`src/rtl/wb_port_arbiter.sv`:
```
// wb_port_arbiter: shares the register-file write port between the in-order
// writeback stage and a long-latency unit whose results arrive out of band.
// Unit results wait in a small FIFO and drain into idle write-port slots; if
// the FIFO fills or its head waits too long, writeback is stalled to force a drain.
//
// Handshake: a long-latency result transfers on any cycle where i_lu_valid and
// o_lu_ready are both high. o_lu_ready depends only on registered occupancy,
// so it never depends combinationally on i_lu_valid. Once the producer raises
// valid, it holds valid and its payload until that transfer cycle.
module wb_port_arbiter #(
    parameter int NUM_REGS  = 32,
    parameter int DATA_SIZE = 32,
    parameter int DEPTH     = 2,
    parameter int MAX_WAIT  = 4,
    localparam int RW = $clog2(NUM_REGS),
    localparam int CW = $clog2(DEPTH + 1)
) (
    input  logic                 i_aclk,
    input  logic                 i_areset_n,
    input  logic                 i_wb_regwrite,
    input  logic [RW-1:0]        i_wb_rdest,
    input  logic [DATA_SIZE-1:0] i_wb_data,
    input  logic                 i_lu_valid,
    output logic                 o_lu_ready,
    input  logic [RW-1:0]        i_lu_rdest,
    input  logic [DATA_SIZE-1:0] i_lu_data,
    input  logic [RW-1:0]        i_rs1,
    input  logic [RW-1:0]        i_rs2,
    output logic                 o_rs1_busy,
    output logic                 o_rs2_busy,
    output logic                 o_wb_stall,
    output logic                 o_rf_we,
    output logic [RW-1:0]        o_rf_waddr,
    output logic [DATA_SIZE-1:0] o_rf_wdata,
    output logic                 o_dbg_state,
    output logic [CW-1:0]        o_dbg_count
);

    localparam int PW = (DEPTH > 1) ? $clog2(DEPTH) : 1;
    localparam int AW = $clog2(MAX_WAIT + 1);
    localparam logic [CW-1:0] DEPTH_C    = CW'(DEPTH);
    localparam logic [AW-1:0] MAX_WAIT_C = AW'(MAX_WAIT);

    typedef enum logic {
        ST_NORMAL = 1'b0,
        ST_FORCE  = 1'b1
    } state_e;

    state_e               state_q, state_d;
    logic [CW-1:0]        count_q, count_d;
    logic [AW-1:0]        age_q, age_d;
    logic [PW-1:0]        wr_ptr_q, wr_ptr_d;
    logic [PW-1:0]        rd_ptr_q, rd_ptr_d;
    logic [RW-1:0]        mem_rdest_q [DEPTH];
    logic [RW-1:0]        mem_rdest_d [DEPTH];
    logic [DATA_SIZE-1:0] mem_data_q  [DEPTH];
    logic [DATA_SIZE-1:0] mem_data_d  [DEPTH];

    logic lu_keep;
    logic push;
    logic pop;
    logic bypass;
    logic rs1_hit;
    logic rs2_hit;
    logic [PW-1:0] idx;

    // Write-port arbitration and handshake; all outputs are zero-latency.
    always_comb begin
        o_lu_ready = 1'b0;
        o_rf_we    = 1'b0;
        o_rf_waddr = '0;
        o_rf_wdata = '0;
        pop        = 1'b0;
        push       = 1'b0;
        bypass     = 1'b0;
        lu_keep    = 1'b0;
        if (i_areset_n) begin
            o_lu_ready = (count_q != DEPTH_C);
            // Results aimed at x0 are accepted but never stored.
            lu_keep    = i_lu_valid && o_lu_ready && (i_lu_rdest != '0);
            if (state_q == ST_NORMAL) begin
                if (i_wb_regwrite && (i_wb_rdest != '0)) begin
                    o_rf_we    = 1'b1;
                    o_rf_waddr = i_wb_rdest;
                    o_rf_wdata = i_wb_data;
                end else if (count_q != '0) begin
                    pop        = 1'b1;
                    o_rf_we    = 1'b1;
                    o_rf_waddr = mem_rdest_q[rd_ptr_q];
                    o_rf_wdata = mem_data_q[rd_ptr_q];
                end else if (lu_keep) begin
                    bypass     = 1'b1;
                    o_rf_we    = 1'b1;
                    o_rf_waddr = i_lu_rdest;
                    o_rf_wdata = i_lu_data;
                end
            end else begin
                // Writeback is held, so the port belongs to the FIFO head.
                if (count_q != '0) begin
                    pop        = 1'b1;
                    o_rf_we    = 1'b1;
                    o_rf_waddr = mem_rdest_q[rd_ptr_q];
                    o_rf_wdata = mem_data_q[rd_ptr_q];
                end
            end
            push = lu_keep && !bypass;
        end
    end

    // FIFO bookkeeping, head age and NORMAL/FORCE next state.
    always_comb begin
        count_d     = count_q;
        age_d       = age_q;
        wr_ptr_d    = wr_ptr_q;
        rd_ptr_d    = rd_ptr_q;
        state_d     = state_q;
        mem_rdest_d = mem_rdest_q;
        mem_data_d  = mem_data_q;

        if (push) begin
            mem_rdest_d[wr_ptr_q] = i_lu_rdest;
            mem_data_d[wr_ptr_q]  = i_lu_data;
            wr_ptr_d              = wr_ptr_q + PW'(1);
        end
        if (pop) begin
            rd_ptr_d = rd_ptr_q + PW'(1);
        end
        if (push && !pop) begin
            count_d = count_q + CW'(1);
        end else if (pop && !push) begin
            count_d = count_q - CW'(1);
        end

        // Age tracks how long the current head has been waiting for the port.
        if (pop || (push && (count_q == '0))) begin
            age_d = '0;
        end else if ((count_q != '0) && (age_q < MAX_WAIT_C)) begin
            age_d = age_q + AW'(1);
        end

        case (state_q)
            ST_NORMAL: begin
                if ((count_q == DEPTH_C) || (age_q >= MAX_WAIT_C)) begin
                    state_d = ST_FORCE;
                end
            end
            ST_FORCE: begin
                if (count_d == '0) begin
                    state_d = ST_NORMAL;
                end
            end
            default: state_d = ST_NORMAL;
        endcase
    end

    // Pending-destination flags for the hazard unit; x0 is never busy.
    always_comb begin
        rs1_hit = 1'b0;
        rs2_hit = 1'b0;
        idx     = '0;
        for (int k = 0; k < DEPTH; k++) begin
            idx = rd_ptr_q + PW'(k);
            if (CW'(k) < count_q) begin
                if (mem_rdest_q[idx] == i_rs1) rs1_hit = 1'b1;
                if (mem_rdest_q[idx] == i_rs2) rs2_hit = 1'b1;
            end
        end
        o_rs1_busy = i_areset_n && rs1_hit && (i_rs1 != '0);
        o_rs2_busy = i_areset_n && rs2_hit && (i_rs2 != '0);
        o_wb_stall = i_areset_n && (state_q == ST_FORCE);
        o_dbg_state = state_q;
        o_dbg_count = count_q;
    end

    // State registers with synchronous active-low reset; reset discards queued results.
    always_ff @(posedge i_aclk) begin
        if (!i_areset_n) begin
            state_q  <= ST_NORMAL;
            count_q  <= '0;
            age_q    <= '0;
            wr_ptr_q <= '0;
            rd_ptr_q <= '0;
            for (int k = 0; k < DEPTH; k++) begin
                mem_rdest_q[k] <= '0;
                mem_data_q[k]  <= '0;
            end
        end else begin
            state_q     <= state_d;
            count_q     <= count_d;
            age_q       <= age_d;
            wr_ptr_q    <= wr_ptr_d;
            rd_ptr_q    <= rd_ptr_d;
            mem_rdest_q <= mem_rdest_d;
            mem_data_q  <= mem_data_d;
        end
    end

endmodule

```
`config.mk`:
```
export PLATFORM = sky130hd
export DESIGN_NAME = wb_port_arbiter
export DESIGN_NICKNAME = d
export VERILOG_FILES = /design/src/rtl/wb_port_arbiter.sv
export SDC_FILE = /design/constraint.sdc
export NUM_CORES = 1
export LEC_CHECK = 0
export ABC_AREA = 1
export BUFFER_PORTS_ARGS = -buffer_cell sky130_fd_sc_hd__clkbuf_2
export CELL_PAD_IN_SITES_DETAIL_PLACEMENT = 0
export CELL_PAD_IN_SITES_GLOBAL_PLACEMENT = 2
export CORE_MARGIN = 2
export CORE_UTILIZATION = 25
export DETAILED_ROUTE_END_ITERATION = 6
export PLACE_DENSITY = 0.8
export SETUP_SLACK_MARGIN = 0.1
export SLEW_MARGIN = 40
export SYNTH_ARGS = -nofsm -noshare
export SYNTH_HDL_FRONTEND = slang
export SYNTH_SLANG_ARGS = --single-unit
```
`constraint.sdc`:
```
create_clock -name i_aclk -period 1.5 [get_ports i_aclk]
set_input_delay 0.075 -clock i_aclk [delete_from_list [all_inputs] [get_ports i_aclk]]
set_output_delay 0.075 -clock i_aclk [all_outputs]
set_load 0.01 [all_outputs]
```
==> flow_summary.json <==
{
  "status": "finished, violations left",
  "violations": "negative setup slack",
  "vias": 5519,
  "synth-edff-count": 0,
  "cell_internal_pwr_w": 0.00573,
  "final_cell_area_sq_um": 7950,
  "switchingPower_w": 0.00399,
  "synth_area_leaders": "dfxtp_1, a21oi_1, nand2_1, o21ai_0, nand3_1",
  "syn_area_sq_um": 4750,
  "synth_cells": 719,
  "drcViolationCount": 0,
  "core-area_sq_um": 18600,
  "num_antenna_cells": 0,
  "ir_drop_v": 0.000674,
  "placementRows": 50,
  "power_frac_comb": 0.523,
  "cts_buffers": 9,
  "timing.hold.ws_ps": 13.2,
  "die_h_um": 142,
  "hp-class": "primary input to register",
  "async_reset_ff_frac": 0,
  "nets": 981,
  "switching_share": 0.410,
  "postRouteAntennaNets": 0,
  "crit_fanout": 8,
  "grt_setup_unrepaired": "yes",
  "hold_viol": 0,
  "grt_pass1_vias": 5121,
  "finalCritPeriodShare": 1.33,
  "cts_max_path_buffers": 2,
  "p_seq_frac": 0.264,
  "synth_top_area_frac": 0.346,
  "p_per_area_nw_per_um2": 1220,
  "cts_root_buf": "clkbuf_16",
  "finish.utilization": 0.426,
  "grt_use_total": 0.174,
  "clk_pin_slew_ps": 60,
  "grt_pass1_wl_mm": 27.3,
  "initial_utilization": 0.255,
  "post-place-cells": 1072,
  "dp_hpwl_mm": 10.9,
  "cts_tree": "done",
  "cp-end-kind": "output port",
  "die-area_sq_um": 20100,
  "dp_worst_setup_slack_ps": -232,
  "htreeDepth": 3,
  "clkLatencyLatePin_ps": 350,
  "finalNonFillerCells": 1128,
  "synth-seq-cells": 82,
  "wl_per_cell_um": 16.0,
  "syn-num-nets": 811,
  "startpoint_type": "register",
  "max_slew.worst_pin.slew_ps": 452,
  "period_needed_ps": 2000,
  "max_freq_ghz": 0.501,
  "synth_top_area_cell": "dfxtp_1",
  "cp.required_ps": 1420,
  "synth_cell_types": 34,
  "place.gp.congestion": 0.783,
  "synth_flop_cell": "dfxtp_1",
  "grt_max_degree": 59,
  "drive_gt1_frac": 0.497,
  "dr.pass1.iters": 4,
  "grt-ovfl-total": 0,
  "final_max_slew_viol_count": 0,
  "clkSinkCount": 82,
  "layout_setup_ws_ps": -497,
  "slew_headroom": 0.699,
  "via_per_inst": 4.89,
  "place_area_sq_um": 6110,
  "routed_wl_mm": 18.1,
  "power_leakage_nw": 3.24,
  "ys_warn_count": 0,
  "power_frac_clock": 0.213,
  "antenna_found_initial": 0,
  "drt_iter0_markers": 260,
  "syn_area_per_cell_sq_um": 6.60,
  "portBuffers": 132,
  "maxCapViolCount": 0,
  "yosysSeqAreaShare": 0.346,
  "arrival_ps": 1920,
  "ios": 133,
  "finalClockSkew_ps": 10.8,
  "die_w_um": 142,
  "critPathKind": "register to output port",
  "setup_viol": 121,
  "area_delta_synth_final_pct": 67.4
}
[final timing paths]
path / depth (start not counted) / from / endpoint / slack (ps)
worst max register to register: 14 / o_dbg_count[0]$_SDFF_PN0_ / mem_data_q[43]$_SDFFE_PN0P_ / -380
worst max-delay path: 11 / o_dbg_count[0]$_SDFF_PN0_ / o_rf_wdata[28] / -500
worst min register to register: 2 / mem_data_q[21]$_SDFFE_PN0P_ / mem_data_q[21]$_SDFFE_PN0P_ / 450
worst min-delay path: 3 / i_lu_data[3] / mem_data_q[35]$_SDFFE_PN0P_ / 10
[synthesized netlist by cell type (6+ instances only)]
cell      count
a21oi_1     148
nand2_1     139
dfxtp_1      82
o21ai_0      69
inv_1        59
nand3_1      49
o21ai_1      42
nor2_1       25
clkbuf_1     23
buf_2        14
buf_4         8
a31oi_1       6
[power by group through the flow]
stage | sequential [W] | clock (W) | combinational, W
after floorplan | 0.00255 | 0 | 0.00254
after global placement | 0.00256 | 0 | 0.00391
after detailed placement | 0.00256 | 0 | 0.00391
after CTS | 0.00252 | 0.00215 | 0.00453
after global routing | 0.00259 | 0.00225 | 0.00557
final | 0.00257 | 0.00207 | 0.00508
[cell families after synthesis]
logic type,Yosys count,synth area share
XOR/XNOR,8,0.0148
AO/OA/AOI/OAI,279,0.303
adder cells (fa/ha/maj),4,0.0105
flip-flops,82,0.346
buffers and inverters,117,0.110
AND/OR/NAND/NOR,229,0.217
[layout make-up]
type | instances | area (sq um)
fillers | 1945 | 10700
clock inverters | 6 | 42.5
well taps | 234 | 293
clock buffers | 10 | 229
inverters | 64 | 275
multi-input cells | 520 | 3640
flip-flops and latches | 82 | 1650
repair buffers | 212 | 1820
[layer usage]
| metal | global-route usage | up-vias | routed length, um |
|---|---|---|---|
| met2 | 0.284 | 132 | 8690 |
| met1 | 0.231 | 2588 | 8320 |
| met5 | 0 | - | 0 |
| met3 | 0.0280 | 25 | 704 |
| li1 | - | 2774 | - |
| met4 | 0.0637 | 0 | 348 |
[critical path, cell delays in order (launching register included)]
cell and delay [ps]:
dfxtp_4 350, inv_4 80, ha_4 160, inv_4 40
nor2_4 100, nand2_4 70, nor2_4 170, buf_12 170
buf_12 150, nand2_2 60, a21oi_2 110, buf_2 130
[stage by stage]
stage,total power (W),setup TNS (ps)
final,0.00972,-41390
after global routing,0.0104,-50640
after CTS,0.00920,-41960
after detailed placement,0.00647,-13190
after global placement,0.00647,-11720
after floorplan,0.00509,-2930
[state kept, by name, summed over array words and instances, names as in the netlist]
| signal | flops |
|---|---|
| age_q | 3 |
| mem_data_q | 64 |
| mem_rdest_q | 10 |
| o_dbg_count | 2 |
| o_dbg_state | 1 |
| rd_ptr_q | 1 |
| wr_ptr_q | 1 |
[layout by cell type (no fill, tap or decap), types with 3 or more instances in the layout]
cell and instances:
dfxtp_4 3, clkbuf_16 12, a31oi_2 5, nor2_1 21, buf_16 8, o21ai_4 3
o21ai_0 60, inv_1 56, nand2_2 14, a21oi_2 98, buf_12 21, o22ai_1 5
a21oi_1 51, nand3_1 40, inv_4 4, buf_8 3, clkbuf_2 106, xor2_1 5
buf_6 9, dfxtp_1 79, o211ai_1 3, xnor2_1 3, o21ai_2 15, nand2_1 78
buf_2 25, nor2_4 5, nand3_2 7, o31ai_1 3, o21ai_1 34, nand3_4 4
dlygate4sd3_1 8, nand2_4 49, buf_4 29
[repair_timing]
| action | 4_1_cts | 5_1_grt |
|---|---|---|
| endpoints found under the setup margin | 122 | 122 |
| resized for setup | 58 | 229 |
| endpoints found under the hold margin | 8 | 0 |
| gates cloned | 10 | 3 |
| pin swaps | 16 | 35 |
| hold buffers | 8 | 0 |
| buffers inserted | 15 | 8 |
No activity file was read; power rests on OpenSTA's default activity.
